[src/rtl/capture_pkg.sv]
// ---------------------------------------------------------------------------
// capture_pkg
// Shared types and default widths for the multi-channel input capture block.
//   cap_mode_t     : per-channel edge select (none / rise / fall / both)
//   CAP_FW_DEFAULT : default filter counter / threshold width
//   CAP_TW_DEFAULT : default timer / timestamp width
// ---------------------------------------------------------------------------
package capture_pkg;

    typedef enum logic [1:0] {
        CAP_MODE_NONE = 2'b00,
        CAP_MODE_RISE = 2'b01,
        CAP_MODE_FALL = 2'b10,
        CAP_MODE_BOTH = 2'b11
    } cap_mode_t;

    localparam int CAP_FW_DEFAULT = 8;
    localparam int CAP_TW_DEFAULT = 24;

endpackage

[src/rtl/capture_channel.sv]
// ---------------------------------------------------------------------------
// capture_channel
// One input-capture lane: two-flop synchroniser, integrating filter with
// hysteresis, registered rise/fall strobes and an edge-selected event latch.
// Build option: CAPTURE_TIMESTAMP_EN adds a TW-bit timer snapshot register;
// without it o_stamp is tied to zero and i_timer is ignored.
//
// Ports
//   clk, rst   : system clock, asynchronous active-high reset
//   i_ena      : enable; 0 freezes filter state and suppresses strobes
//   i_in       : raw asynchronous pin
//   i_thr      : filter threshold (0 = bypass)
//   i_mode     : edge select, see cap_mode_t
//   i_timer    : free-running timebase
//   i_ack      : event acknowledge / clear
//   o_filt     : filtered level
//   o_rise     : one-cycle strobe on filtered rising edge
//   o_fall     : one-cycle strobe on filtered falling edge
//   o_pend     : event pending
//   o_ovf      : an event arrived while one was already pending
//   o_stamp    : timer value captured with the pending event
// ---------------------------------------------------------------------------
module capture_channel
    import capture_pkg::*;
#(
    parameter int FW = CAP_FW_DEFAULT,
    parameter int TW = CAP_TW_DEFAULT
) (
    input  logic          clk,
    input  logic          rst,
    input  logic          i_ena,
    input  logic          i_in,
    input  logic [FW-1:0] i_thr,
    input  logic [1:0]    i_mode,
    input  logic [TW-1:0] i_timer,
    input  logic          i_ack,
    output logic          o_filt,
    output logic          o_rise,
    output logic          o_fall,
    output logic          o_pend,
    output logic          o_ovf,
    output logic [TW-1:0] o_stamp
);

    logic          r_s1;
    logic          r_s2;
    logic [FW-1:0] r_cnt;
    logic          r_filt;
    logic          r_filtD;
    logic          r_rise;
    logic          r_fall;
    logic          r_pend;
    logic          r_ovf;

    logic [FW-1:0] w_cntNext;
    logic          w_filtNext;
    logic          w_riseDet;
    logic          w_fallDet;
    logic          w_selRise;
    logic          w_selFall;
    logic          w_event;
    logic          w_capture;
    cap_mode_t     w_mode;

    // The synchroniser is free-running so the pin is always tracked,
    // even while the channel is disabled.
    always_ff @(posedge clk or posedge rst) begin
        if (rst) begin
            r_s1 <= 1'b0;
            r_s2 <= 1'b0;
        end else begin
            r_s1 <= i_in;
            r_s2 <= r_s2 ^ (r_s1 ^ r_s2);
        end
    end

    // Filter next state. Counts are clamped to the current threshold so a
    // threshold reduction mid-count takes effect on the next enabled cycle.
    // The level only moves when the counter reaches an end stop with the
    // matching input value, which gives the hysteresis.
    always_comb begin
        w_cntNext  = r_cnt;
        w_filtNext = r_filt;
        if (i_thr == '0) begin
            w_cntNext  = '0;
            w_filtNext = r_s2;
        end else if (r_s2) begin
            w_cntNext = (r_cnt >= i_thr) ? i_thr : r_cnt + 1'b1;
            if (w_cntNext == i_thr) begin
                w_filtNext = 1'b1;
            end
        end else begin
            if (r_cnt == '0) begin
                w_cntNext = '0;
            end else if (r_cnt > i_thr) begin
                w_cntNext = i_thr - 1'b1;
            end else begin
                w_cntNext = r_cnt - 1'b1;
            end
            if (w_cntNext == '0) begin
                w_filtNext = 1'b0;
            end
        end
    end

    // Filter state only advances while enabled.
    always_ff @(posedge clk or posedge rst) begin
        if (rst) begin
            r_cnt  <= '0;
            r_filt <= 1'b0;
        end else if (i_ena) begin
            r_cnt  <= w_cntNext;
            r_filt <= w_filtNext;
        end
    end

    // Edge detection compares the filtered level with its delayed copy.
    // The delayed copy always follows, so an edge seen while disabled is
    // dropped rather than replayed on re-enable.
    assign w_riseDet = r_filt & ~r_filtD;
    assign w_fallDet = ~r_filt & r_filtD;

    always_ff @(posedge clk or posedge rst) begin
        if (rst) begin
            r_filtD <= 1'b0;
            r_rise  <= 1'b0;
            r_fall  <= 1'b0;
        end else begin
            r_filtD <= r_filt;
            r_rise  <= i_ena & w_riseDet;
            r_fall  <= i_ena & w_fallDet;
        end
    end

    assign w_mode    = cap_mode_t'(i_mode);
    assign w_selRise = (w_mode == CAP_MODE_RISE) || (w_mode == CAP_MODE_BOTH);
    assign w_selFall = (w_mode == CAP_MODE_FALL) || (w_mode == CAP_MODE_BOTH);
    assign w_event   = i_ena & ((w_riseDet & w_selRise) | (w_fallDet & w_selFall));
    // A new event is latched when nothing is pending or the host is clearing
    // in the same cycle; otherwise it is only recorded as an overflow.
    assign w_capture = w_event & (~r_pend | i_ack);

    // Event latch: ack is honoured regardless of enable.
    always_ff @(posedge clk or posedge rst) begin
        if (rst) begin
            r_pend <= 1'b0;
            r_ovf  <= 1'b0;
        end else if (w_event) begin
            if (w_capture) begin
                r_pend <= 1'b1;
                r_ovf  <= 1'b0;
            end else begin
                r_ovf  <= 1'b1;
            end
        end else if (i_ack) begin
            r_pend <= 1'b0;
            r_ovf  <= 1'b0;
        end
    end

`ifdef CAPTURE_TIMESTAMP_EN
    logic [TW-1:0] r_stamp;

    // Snapshot is taken only for a latched event, so an overflow keeps the
    // time of the first event.
    always_ff @(posedge clk or posedge rst) begin
        if (rst) begin
            r_stamp <= '0;
        end else if (w_capture) begin
            r_stamp <= i_timer;
        end
    end

    assign o_stamp = r_stamp;
`else
    logic w_unusedTimer;
    assign w_unusedTimer = ^i_timer;
    assign o_stamp       = '0;
`endif

    assign o_filt = r_filt;
    assign o_rise = r_rise;
    assign o_fall = r_fall;
    assign o_pend = r_pend;
    assign o_ovf  = r_ovf;

endmodule

[src/rtl/multi_capture.sv]
// ---------------------------------------------------------------------------
// multi_capture
// CH-channel input capture front end for the crank/cam sensor pins. Each
// channel is an independent capture_channel; this level only slices buses.
// Build option: CAPTURE_TIMESTAMP_EN enables per-channel timer snapshots.
//
// Ports
//   clk, rst : system clock, asynchronous active-high reset
//   ena      : global enable
//   in       : raw pins, one per channel
//   thr      : per-channel filter threshold, channel i at [i*FW +: FW]
//   mode     : per-channel edge select, channel i at [2*i +: 2]
//   timer    : free-running timebase
//   ack      : per-channel event acknowledge
//   filt     : filtered levels
//   rise     : rising-edge strobes
//   fall     : falling-edge strobes
//   pend     : event pending flags
//   ovf      : event overflow flags
//   stamp    : captured timer values, channel i at [i*TW +: TW]
// ---------------------------------------------------------------------------
module multi_capture
    import capture_pkg::*;
#(
    parameter int CH = 4,
    parameter int FW = CAP_FW_DEFAULT,
    parameter int TW = CAP_TW_DEFAULT
) (
    input  logic             clk,
    input  logic             rst,
    input  logic             ena,
    input  logic [CH-1:0]    in,
    input  logic [CH*FW-1:0] thr,
    input  logic [2*CH-1:0]  mode,
    input  logic [TW-1:0]    timer,
    input  logic [CH-1:0]    ack,
    output logic [CH-1:0]    filt,
    output logic [CH-1:0]    rise,
    output logic [CH-1:0]    fall,
    output logic [CH-1:0]    pend,
    output logic [CH-1:0]    ovf,
    output logic [CH*TW-1:0] stamp
);

    for (genvar g = 0; g < CH; g++) begin : g_ch
        capture_channel #(
            .FW(FW),
            .TW(TW)
        ) u_channel (
            .clk    (clk),
            .rst    (rst),
            .i_ena  (ena),
            .i_in   (in[g]),
            .i_thr  (thr[g*FW +: FW]),
            .i_mode (mode[2*g +: 2]),
            .i_timer(timer),
            .i_ack  (ack[g]),
            .o_filt (filt[g]),
            .o_rise (rise[g]),
            .o_fall (fall[g]),
            .o_pend (pend[g]),
            .o_ovf  (ovf[g]),
            .o_stamp(stamp[g*TW +: TW])
        );
    end

endmodule

[config.mk]
export PLATFORM = sky130hd
export DESIGN_NAME = multi_capture
export DESIGN_NICKNAME = d
export VERILOG_FILES = /design/src/rtl/capture_pkg.sv /design/src/rtl/capture_channel.sv /design/src/rtl/multi_capture.sv
export SDC_FILE = /design/constraint.sdc
export NUM_CORES = 1
export LEC_CHECK = 0
export ABC_AREA = 1
export CELL_PAD_IN_SITES_DETAIL_PLACEMENT = 0
export CELL_PAD_IN_SITES_GLOBAL_PLACEMENT = 1
export CORE_MARGIN = 1.5
export CORE_UTILIZATION = 40
export CTS_CLUSTER_SIZE = 12
export DETAILED_ROUTE_END_ITERATION = 16
export DONT_BUFFER_PORTS = 1
export MAX_ROUTING_LAYER = met4
export PLACE_DENSITY_LB_ADDON = 0.1
export SETUP_SLACK_MARGIN = 0.4
export SYNTH_ARGS = -nofsm -noshare
export SYNTH_HDL_FRONTEND = slang
export SYNTH_SLANG_ARGS = --single-unit
[constraint.sdc]
create_clock -name clk -period 5.37 [get_ports clk]
set_input_delay 0.8055 -clock clk [delete_from_list [all_inputs] [get_ports clk]]
set_output_delay 0.8055 -clock clk [all_outputs]
set_load 0.005 [all_outputs]
==> flow_metrics.py <==
metrics = {
    "timing": {
        "hold_viol_final": 0,
        "fin_skew_ps": 11.7,
        "finalMaxSlewViolations": 0,
        "finalCriticalPeriod_ps": 3240,
        "setup_ws_ps": 2130,
        "worst_pin_slew_ps": 872,
        "maxSlewHeadroom_pct": 41.9,
        "final-setup-viol-count": 0,
        "setup_total_negative_slack_ps": 0,
        "fmax_mhz": 308,
        "rsz0062_at_grt": "no",
        "finalCritPeriodShare_pct": 60.4,
    },
    "logic_synthesis": {
        "synth_common_cells": "nand2_1, inv_1, nand3_1",
        "synthTopCellsByArea": "dfrtp_1, nand2_1, buf_4, nand3_1, ha_1",
        "ys_seq_area_share_pct": 22.2,
        "synth_compound_area_share_pct": 11.1,
        "synthMuxAreaShare_pct": 0,
        "synthDistinctLibCells": 37,
        "synthAdderAreaFrac_pct": 7.62,
        "synth-xor-area-share_pct": 2.67,
        "synth-edff-count": 0,
        "synth_area_per_cell_sq_um": 6.45,
        "yosysTopAreaCellShare_pct": 22.2,
        "syn_area_sq_um": 7230,
        "synth_top_family_by_area": "simple AND/OR/NAND/NOR gates",
        "synth_most_common_cell": "nand2_1",
        "ys_ff_latch": 64,
        "synth_ff_type": "dfrtp_1",
        "synthArstFlopShare_pct": 100,
        "syn_inst": 1121,
        "synth_simple_gate_area_share_pct": 35.4,
        "yosysWarnings": 0,
        "yosys.area.top_type": "dfrtp_1",
    },
    "cts": {
        "clockBufferDepth": 2,
        "cts_setup_buffers": 0,
        "clock-sinks": 64,
        "cts_htree_levels": 3,
        "path_clk_slew_ps": 50,
        "ctsResizeCount": 0,
        "hold_buffers": 0,
        "root_buffer": "clkbuf_16",
        "cts_tree": "done",
        "numCtsBuffers": 9,
        "clock_latency_ps": 340,
    },
    "layout": {
        "regArea_sq_um": 1600,
        "fin_util_pct": 41.1,
        "nets": 1209,
        "stdcell_count": 1319,
        "syn_to_final_growth_pct": -0.641,
        "n_fill_cell": 1941,
        "multi_input_area_sq_um": 4460,
        "n_antenna_cell": 0,
        "layout-drive-gt1-share_pct": 5.30,
    },
    "pwr": {
        "irDropWorstVdd_v": 0.000188,
        "power.leakage_nw": 3.90,
        "power.total_mw": 3.87,
        "powerDensity_nw_per_um2": 539,
    },
    "routing": {
        "drc": 0,
        "dr.pass1.iters": 5,
        "ant_nets": 0,
        "wl_per_cell_microns": 14.5,
        "vias": 6545,
        "drt_iter0_drc": 396,
        "via_per_inst": 4.96,
        "routed_wl_microns": 19100,
    },
    "critical_path": {
        "crit_arrival_ps": 3460,
        "slowest_stage": "nand4_1",
        "cpMostUsedCell": "nand2_1",
        "worst_ep_required_time_ps": 5590,
        "cp_max_fo": 12,
        "path_class": "input pin to flop",
        "ff2ff_setup_slack_ps": 2230,
        "worstSetupEndpointType": "flop",
        "slowest_delay_ps": 460,
        "cp-start-kind": "input pin",
        "path_cells": "inv_1 > ha_1 > nand2_1 > nor2_1 > nand4_1 > nand3_1 > nand2_1 > ha_1 > inv_1 > a21oi_1 > nand2_1 > inv_1 > nand2_1 > nand3b_1 > o21bai_1 > nand2_1 > nand2_1 > nand2_1",
    },
    "die": {
        "die_w_microns": 137,
        "rows": 48,
        "dieArea_sq_um": 18900,
        "die_y_microns": 137,
        "io_pins": 191,
        "start_util_pct": 41.4,
        "core_area_sq_um": 17500,
    },
    "placed_design": {
        "dp.cells": 1304,
        "io_buffers": 0,
        "pre_cts_ws_ps": 1770,
        "post-dp-hpwl_microns": 15000,
        "gp_congestion": 0.839,
    },
    "grt": {
        "grt_usage_pct": 21.2,
        "gr-total-overflow": 0,
        "grt_max_degree": 65,
        "antenna_found_initial": 0,
        "grt_pass1_wl_microns": 30400,
        "grt_pass1_vias": 5964,
    },
    "run": {
        "drv_cap": 0,
    },
    "run_status": {
        "status": "complete, no violations",
    },
    "hold_path": {
        "hp-class": "flop to flop",
    },
}
[final timing paths]
check,from,endpoint,cells past startpoint
max,thr[7],g_ch[0].u_channel.o_filt,18
min,g_ch[1].u_channel.r_s1,g_ch[1].u_channel.r_s2,0
max reg2reg,g_ch[3].u_channel.r_cnt[6],g_ch[3].u_channel.o_filt,17
min reg2reg,g_ch[1].u_channel.r_s1,g_ch[1].u_channel.r_s2,0
max in group asynchronous,rst,g_ch[3].u_channel.o_filt,2
min in group asynchronous,rst,g_ch[2].u_channel.r_cnt[3],2
[final cells by class]
type                    instances  share of cell area, %
multi-input cells             870                   62.1
flip-flops and latches         64                   22.3
inverters                     144                   7.53
well taps                     225                   3.92
clock buffers                  11                   3.38
clock inverters                 4                  0.627
repair buffers                  1                  0.105
[layer usage]
metal	GRT usage [%]	up-vias	wire length (microns)
met4	5.09	0	208
met2	33.3	187	8690
li1	-	3366	-
met5	-	-	0
met1	28.7	2976	9190
met3	3.24	16	1040
[kinds of logic (layout without fill, tap and decap cells)]
logic type,Yosys count,count (layout)
compound gates,138,138
xor+xnor,22,22
fa+ha+maj,44,44
buf+inv,282,160
flops,64,64
other cells,1,96
simple gates,570,570
[state kept, by name (all words and copies together) (netlist names)]
signal                  flops
g_ch.u_channel.r_cnt       32
g_ch.u_channel.o_fall       4
g_ch.u_channel.o_filt       4
g_ch.u_channel.o_ovf        4
g_ch.u_channel.o_pend       4
g_ch.u_channel.o_rise       4
g_ch.u_channel.r_filtD      4
g_ch.u_channel.r_s1         4
g_ch.u_channel.r_s2         4
[per-stage QoR]
| step | instance area [sq um] | hold WS, ps |
|---|---|---|
| 2_1_floorplan | 7580 | 405 |
| 3_3_place_gp | 6890 | 333 |
| 3_5_place_dp | 6890 | 339 |
| 4_1_cts | 7180 | 350 |
| 5_1_grt | 7180 | 362 |
| 6_report | 7180 | 348 |
[power breakdown]
group / internal, mW / switching [mW]
Combinational: 0.795 / 1.62
Clock: 0.367 / 0.224
Sequential: 0.642 / 0.225
Total: 1.80 / 2.07
[worst max-delay path: cells and delay by family]
family	cells	cell delay, ps
adder cells (fa/ha/maj)	2	590
AND/OR/NAND/NOR	11	1520
AO/OA/AOI/OAI	2	370
buffers and inverters	3	160
[cells in the final DEF, fill, tap and decap left out, drive strengths merged, types with 2 or more instances in the layout]
cell type	Yosys	layout
nand2	309	309
nor2	92	92
o31ai	3	3
a21o	4	4
conb	1	96
o22ai	18	18
o32ai	3	3
dfrtp	64	64
xor2	22	22
nand4	15	15
nand3	128	128
a21oi	29	29
a22oi	4	4
inv	142	142
a211oi	14	14
nand3b	3	3
o21ai	57	57
o21bai	5	5
ha	44	44
nor4	6	6
nor3	15	15
and3	2	2
clkbuf	13	11
clkinv	2	5
No activity file was read; power rests on OpenSTA's default activity.
